[src/rtl/led_scan_sequencer.sv]
// led_scan_sequencer
// Double-buffered 6-row x 8-column, 2-bit-per-pixel LED frame. The front
// buffer is scanned out as 16-bit words over sclk/sdata/latch, in three
// brightness planes of six rows each. The host writes pixels into the back
// buffer and requests a swap, which takes effect at the next frame boundary.
//
// Optional feature macro: LED_SCAN_BLANK_EN. When it is defined, a blank
// 0x0000 word is shifted and latched before every data word to suppress
// ghosting.
//
// Write handshake: a pixel transfers on a rising clk edge where
// wr_valid && wr_ready. wr_ready is registered and drops only in the single
// cycle where swap_ack is high. The host may hold wr_valid and its data
// until it sees wr_ready high.
module led_scan_sequencer #(
  parameter int CLK_DIV = 50
) (
  input  logic       clk,
  input  logic       rst_n,
  input  logic       wr_valid,
  output logic       wr_ready,
  input  logic [2:0] wr_row,
  input  logic [2:0] wr_col,
  input  logic [1:0] wr_level,
  input  logic       swap_req,
  output logic       swap_ack,
  output logic       sclk,
  output logic       sdata,
  output logic       latch,
  output logic       frame_done,
  output logic [2:0] dbg_state_o
);

  localparam int DW = (CLK_DIV > 1) ? $clog2(CLK_DIV) : 1;
  localparam logic [DW-1:0] DIV_LAST = DW'(CLK_DIV - 1);

  localparam logic [2:0] S_IDLE     = 3'd0;
  localparam logic [2:0] S_LOAD     = 3'd1;
  localparam logic [2:0] S_SHIFT_LO = 3'd2;
  localparam logic [2:0] S_SHIFT_HI = 3'd3;
  localparam logic [2:0] S_LATCH    = 3'd4;
  localparam logic [2:0] S_NEXT     = 3'd5;

  logic [DW-1:0] div_q;
  logic          tick;

  logic [2:0]  state_q, state_d;
  logic [3:0]  bit_q, bit_d;
  logic        lat_q, lat_d;
  logic [2:0]  row_q, row_d;
  logic [1:0]  plane_q, plane_d;
  logic        front_q, front_d;
  logic        pend_q, pend_d;
  logic [15:0] word_q, word_d;
  logic        sclk_q, sclk_d;
  logic        sdata_q, sdata_d;
  logic        latch_q, latch_d;
  logic        ack_q, ack_d;
  logic        fd_q, fd_d;
  logic        rdy_q, rdy_d;
`ifdef LED_SCAN_BLANK_EN
  logic        blank_q, blank_d;
`endif

  logic [1:0]  buf_q [2][6][8];
  logic [15:0] load_word;
  logic        wr_fire;

  assign tick        = (div_q == DIV_LAST);
  assign wr_fire     = wr_valid && rdy_q;
  assign wr_ready    = rdy_q;
  assign swap_ack    = ack_q;
  assign sclk        = sclk_q;
  assign sdata       = sdata_q;
  assign latch       = latch_q;
  assign frame_done  = fd_q;
  assign dbg_state_o = state_q;

  // Scan-tick divider: one-cycle strobe every CLK_DIV clocks.
  always_ff @(posedge clk or negedge rst_n) begin
    if (!rst_n) begin
      div_q <= '0;
    end else if (tick) begin
      div_q <= '0;
    end else begin
      div_q <= div_q + 1'b1;
    end
  end

  // Word for the current row/plane, built from the front buffer.
  always_comb begin
    load_word       = '0;
    load_word[13:8] = 6'b000001 << row_q;
    for (int i = 0; i < 8; i++) begin
      load_word[i] = (buf_q[front_q][row_q][i] > plane_q);
    end
`ifdef LED_SCAN_BLANK_EN
    if (blank_q) load_word = '0;
`endif
  end

  // Scan FSM next state; outputs are computed for the state being entered.
  always_comb begin
    state_d = state_q;
    bit_d   = bit_q;
    lat_d   = lat_q;
    row_d   = row_q;
    plane_d = plane_q;
    front_d = front_q;
    pend_d  = pend_q | swap_req;
    word_d  = word_q;
    sclk_d  = sclk_q;
    sdata_d = sdata_q;
    latch_d = latch_q;
    ack_d   = 1'b0;
    fd_d    = 1'b0;
    rdy_d   = 1'b1;
`ifdef LED_SCAN_BLANK_EN
    blank_d = blank_q;
`endif
    if (tick) begin
      case (state_q)
        S_IDLE: begin
          state_d = S_LOAD;
`ifdef LED_SCAN_BLANK_EN
          blank_d = 1'b1;
`endif
        end
        S_LOAD: begin
          word_d  = load_word;
          bit_d   = 4'd0;
          sclk_d  = 1'b0;
          sdata_d = load_word[0];
          state_d = S_SHIFT_LO;
        end
        S_SHIFT_LO: begin
          sclk_d  = 1'b1;
          state_d = S_SHIFT_HI;
        end
        S_SHIFT_HI: begin
          sclk_d = 1'b0;
          if (bit_q == 4'd15) begin
            sdata_d = 1'b0;
            latch_d = 1'b1;
            lat_d   = 1'b0;
            state_d = S_LATCH;
          end else begin
            bit_d   = bit_q + 4'd1;
            sdata_d = word_q[bit_q + 4'd1];
            state_d = S_SHIFT_LO;
          end
        end
        S_LATCH: begin
          if (!lat_q) begin
            lat_d = 1'b1;
          end else begin
            lat_d   = 1'b0;
            latch_d = 1'b0;
            state_d = S_NEXT;
`ifdef LED_SCAN_BLANK_EN
            if (blank_q) begin
              blank_d = 1'b0;
              state_d = S_LOAD;
            end
`endif
          end
        end
        S_NEXT: begin
          state_d = S_LOAD;
`ifdef LED_SCAN_BLANK_EN
          blank_d = 1'b1;
`endif
          if (row_q == 3'd5) begin
            row_d = 3'd0;
            if (plane_q == 2'd2) begin
              plane_d = 2'd0;
              fd_d    = 1'b1;
              if (pend_q || swap_req) begin
                front_d = ~front_q;
                pend_d  = 1'b0;
                ack_d   = 1'b1;
                rdy_d   = 1'b0;
              end
            end else begin
              plane_d = plane_q + 2'd1;
            end
          end else begin
            row_d = row_q + 3'd1;
          end
        end
        default: state_d = S_IDLE;
      endcase
    end
  end

  // Scan FSM, counters and registered outputs.
  always_ff @(posedge clk or negedge rst_n) begin
    if (!rst_n) begin
      state_q <= S_IDLE;
      bit_q   <= '0;
      lat_q   <= 1'b0;
      row_q   <= '0;
      plane_q <= '0;
      front_q <= 1'b0;
      pend_q  <= 1'b0;
      word_q  <= '0;
      sclk_q  <= 1'b0;
      sdata_q <= 1'b0;
      latch_q <= 1'b0;
      ack_q   <= 1'b0;
      fd_q    <= 1'b0;
      rdy_q   <= 1'b1;
`ifdef LED_SCAN_BLANK_EN
      blank_q <= 1'b1;
`endif
    end else begin
      state_q <= state_d;
      bit_q   <= bit_d;
      lat_q   <= lat_d;
      row_q   <= row_d;
      plane_q <= plane_d;
      front_q <= front_d;
      pend_q  <= pend_d;
      word_q  <= word_d;
      sclk_q  <= sclk_d;
      sdata_q <= sdata_d;
      latch_q <= latch_d;
      ack_q   <= ack_d;
      fd_q    <= fd_d;
      rdy_q   <= rdy_d;
`ifdef LED_SCAN_BLANK_EN
      blank_q <= blank_d;
`endif
    end
  end

  // Pixel store: host writes land in the back buffer; rows 6-7 are dropped.
  always_ff @(posedge clk or negedge rst_n) begin
    if (!rst_n) begin
      for (int b = 0; b < 2; b++) begin
        for (int r = 0; r < 6; r++) begin
          for (int c = 0; c < 8; c++) begin
            buf_q[b][r][c] <= 2'd0;
          end
        end
      end
    end else if (wr_fire && (wr_row < 3'd6)) begin
      buf_q[~front_q][wr_row][wr_col] <= wr_level;
    end
  end

endmodule

[config.mk]
export PLATFORM = sky130hd
export DESIGN_NAME = led_scan_sequencer
export DESIGN_NICKNAME = d
export VERILOG_FILES = /design/src/rtl/led_scan_sequencer.sv
export SDC_FILE = /design/constraint.sdc
export NUM_CORES = 1
export LEC_CHECK = 0
export ABC_AREA = 1
export BUFFER_PORTS_ARGS = -buffer_cell sky130_fd_sc_hd__buf_2
export CAP_MARGIN = 20
export CORE_ASPECT_RATIO = 1.25
export CORE_MARGIN = 2
export CORE_UTILIZATION = 45
export DETAILED_ROUTE_END_ITERATION = 6
export GPL_TIMING_DRIVEN = 0
export HOLD_SLACK_MARGIN = 0.1
export MAX_ROUTING_LAYER = met4
export PLACE_DENSITY = 0.69
export SYNTH_ARGS = -nofsm -noshare
export SYNTH_HDL_FRONTEND = slang
export SYNTH_SLANG_ARGS = --single-unit
[constraint.sdc]
create_clock -name clk -period 2.5 [get_ports clk]
set_clock_uncertainty 0.15 [all_clocks]
set_input_delay 0.25 -clock clk [delete_from_list [all_inputs] [get_ports clk]]
set_output_delay 0.25 -clock clk [all_outputs]
set_load 0.05 [all_outputs]
==> key figures <==
Clocking
  • Total CTS buffers: 25
  • CTS Buffer Depth: 3
  • H-Tree Depth: 1
  • Root buffer cell: clkbuf_16
  • TritonCTS clock tree: built
  • Clock Latency Late Sink: 0.54 ns
  • Sink Count: 233
  • Worst-path clk slew: 0.07 ns

Routing
  • Via-to-Cell Ratio: 5.61
  • Residual DRC: 0
  • Final wirelength: 34200 microns
  • Routed wire per std cell: 19.4 microns
  • First DRT Iteration DRCs: 824
  • Via count: 9922
  • TritonRoute pass-1 iters: 6
  • Post-route ant nets: 0

Run
  • Maxcap violations: 0

Logic synthesis
  • Post-Syn Instances: 1364
  • Ys Warns: 0
  • Distinct cells, synth: 33
  • Syn_nets: 1396
  • Sequential area share after synthesis: 52.9%
  • Yosys top cell area share: 52.7%
  • Avg Cell Area, Syn: 8.08 sq um
  • Main area contributors after synthesis: dfrtp_1 53%, nand2_1 15%, o21ai_0 11%
  • Seq cells post-synth: 233
  • Mapped Area: 11000 sq um
  • Leading area contributor after synthesis: dfrtp_1

Worst setup path
  • Req. time, crit path: 2.75 ns
  • Crit start category: flip-flop
  • CP top delay family: compound AO/OA/AOI/OAI gates
  • Critical path, cell by cell: inv_2 -> nor2_4 -> buf_12 -> buf_8 -> o21ai_0 -> o22ai_1 -> a21boi_0 -> ha_1 -> nand2_1 -> o211ai_1 -> o21ai_0
  • Most Frequent Cell on Critical Path: o21ai_0
  • Critical path peak fanout: 10
  • CP max stage cell: dfrtp_2
  • Crit. End Element: flip-flop
  • WP data arrival: 2.73 ns
  • CP Class: reg2reg
  • Buf/Inv on CP: 3
  • Worst r2r src: row_q[0]
  • CP startpoint: row_q[0]
  • CP peak stage delay: 0.46 ns

Floorplanning
  • Die area: 25800 sq um
  • Core Area: 24300 sq um
  • # IOs: 21
  • Die X: 144 microns
  • # rows: 64
  • Starting density of the core: 45.4%
  • DIE HEIGHT: 179 microns

Placement
  • Worst slack at placement: -0.719 ns
  • DP HPWL: 24600 microns
  • Placed insts: 1716
  • Routability Congestion: 0.959
  • Port Buffers: 20

Finish
  • Non-filler cells, final: 1769
  • Commonest non-fill, non-tap cell in the layout: nand2_1
  • Antenna cells: 0
  • Most frequent cells in the layout: 454 x nand2_1, 236 x o21ai_0, 229 x dfrtp_1, 100 x nor2_1, 49 x inv_1
  • Layout cell share with drive strength beyond 1: 10.4%
  • Area growth syn-to-layout: 16.0%
  • Final nets: 1453
  • Fillers: 2292
  • Final design utilization: 52.7%

Global routing
  • Gr busiest metal: met2
  • M2 GR Usage: 44.3%
  • First-pass GRT wire length: 52800 microns
  • Largest net degree at the start of global routing: 102
  • Tot GR Track Use: 28.0%
  • Initial antenna violation count: 0
  • Total grt overflow: 0
  • Met3 Resource Use GR: 2.94%
  • Vias in the first global route: 9468
  • GR Util met1: 35.0%

STA
  • Crit share post-route: 99.3%
  • Hold Fails Final Rpt: 0
  • Maximum clock frequency: 403 MHz
  • Min Tclk post-route: 2.48 ns
  • Slew Limit Fails: 0
  • Max-slew headroom: 58.3%
  • # setup viols final: 0
  • Worst-margin pin slew: 0.626 ns
  • Final setup margin: 0.0179 ns
  • Unrepaired setup endpoints after global routing: yes

Worst hold path
  • Hold_sp: wr_level[1]
  • Min-delay worst type: in2reg

Power and ir drop
  • Peak VDD IR: 0.326 mV
  • Leakage: 5.83 nW
  • Pwr Density: 655 nW/um^2

Outcome
  • Run status: complete, no violations
## final cells by class
type	count	area [sq um]	share of cell area, %
multi-input cells	1009	4770	37.3
clock inverters	13	169	1.32
plain buffers	63	400	3.13
repair buffers	31	283	2.21
well taps	330	413	3.23
flip-flops and latches	233	5840	45.7
inverters	58	218	1.70
clock buffers	32	692	5.42
## per-stage QoR
stage               instance area, sq um  hold WS [ns]  power [mW]  TNS [ns]
floorplan                          11000        -0.196        4.27         0
global placement                   11500         0.308        4.46   -716.53
detailed placement                 11600      -0.00920        4.49     -4.30
CTS                                12600         0.163        8.39         0
global route                       12800         0.199        8.62   -0.0440
finish                             12800         0.179        8.36         0
## tightest hold or removal path, delay by kind of cell
family | cells | cell delay (ns)
compound gates | 1 | 0.18
buf+inv | 3 | 0.38
## kinds of logic after synthesis
kind of cell             share of synthesized area, %
buffers and inverters                            4.55
flip-flops                                       52.9
AND/OR/NAND/NOR                                  24.2
multiplexers                                   0.0909
adder cells (fa/ha/maj)                          2.27
AO/OA/AOI/OAI                                    15.4
XOR/XNOR                                        0.557
## cells in the mapped netlist
cell type and count:
a21boi_0 7, a21boi_1 1, a21oi_1 40, a31oi_1 1, buf_1 2, buf_2 17
buf_4 6, clkbuf_1 39, dfrtp_1 232, dfstp_2 1, ha_1 20, inv_1 50
inv_2 8, mux2i_1 1, nand2_1 454, nand2_2 2, nand3_1 52, nand3_2 1
nand3b_1 1, nand4_1 32, nor2_1 101, nor2_2 2, nor2_4 3, nor3_1 4
nor3_2 1, o211ai_1 8, o21a_1 1, o21ai_0 238, o21ai_1 12, o22ai_1 17
or2_2 3, xnor2_1 2, xor2_1 5
## flip-flops by register name, summed over array words and instances, names as in the netlist, 2 cells and up
| signal | count |
|---|---|
| div_q | 6 |
| bit_q | 4 |
| plane_q | 2 |
| dbg_state_o | 3 |
| buf_q | 192 |
| row_q | 3 |
| word_q | 14 |
## layer usage
metal	up-vias	routed length, microns
met5	-	0
met1	4751	13400
met2	418	16200
li1	4640	-
met3	113	2410
met4	0	2280
## report_power, final
group | internal, mW | total (mW) | switching, mW
Clock | 2.36 | 3.93 | 1.57
Combinational | 0.111 | 0.386 | 0.275
Sequential | 3.94 | 4.04 | 0.102
## path summary, 6_finish.rpt
| kind | to | slack, ns | cells past startpoint |
|---|---|---|---|
| setup / recovery | word_q[1] | 0.02 | 11 |
| hold / removal | buf_q[63] | 0.18 | 4 |
| setup reg to reg | word_q[1] | 0.02 | 11 |
| hold reg to reg | word_q[12] | 0.33 | 2 |
| max in group asynchronous | buf_q[173] | 0.62 | 5 |
| min in group asynchronous | latch | 0.64 | 4 |
## what timing repair did
action | in CTS | in global routing
resized for setup | 51 | 29
endpoints found under the hold margin | 135 | 0
gates cloned | 0 | 1
pin swaps | 3 | 4
hold buffers | 4 | 0
setup endpoints to repair | 9 | 9
setup buffers | 1 | 3
No activity file was read; power rests on OpenSTA's default activity.
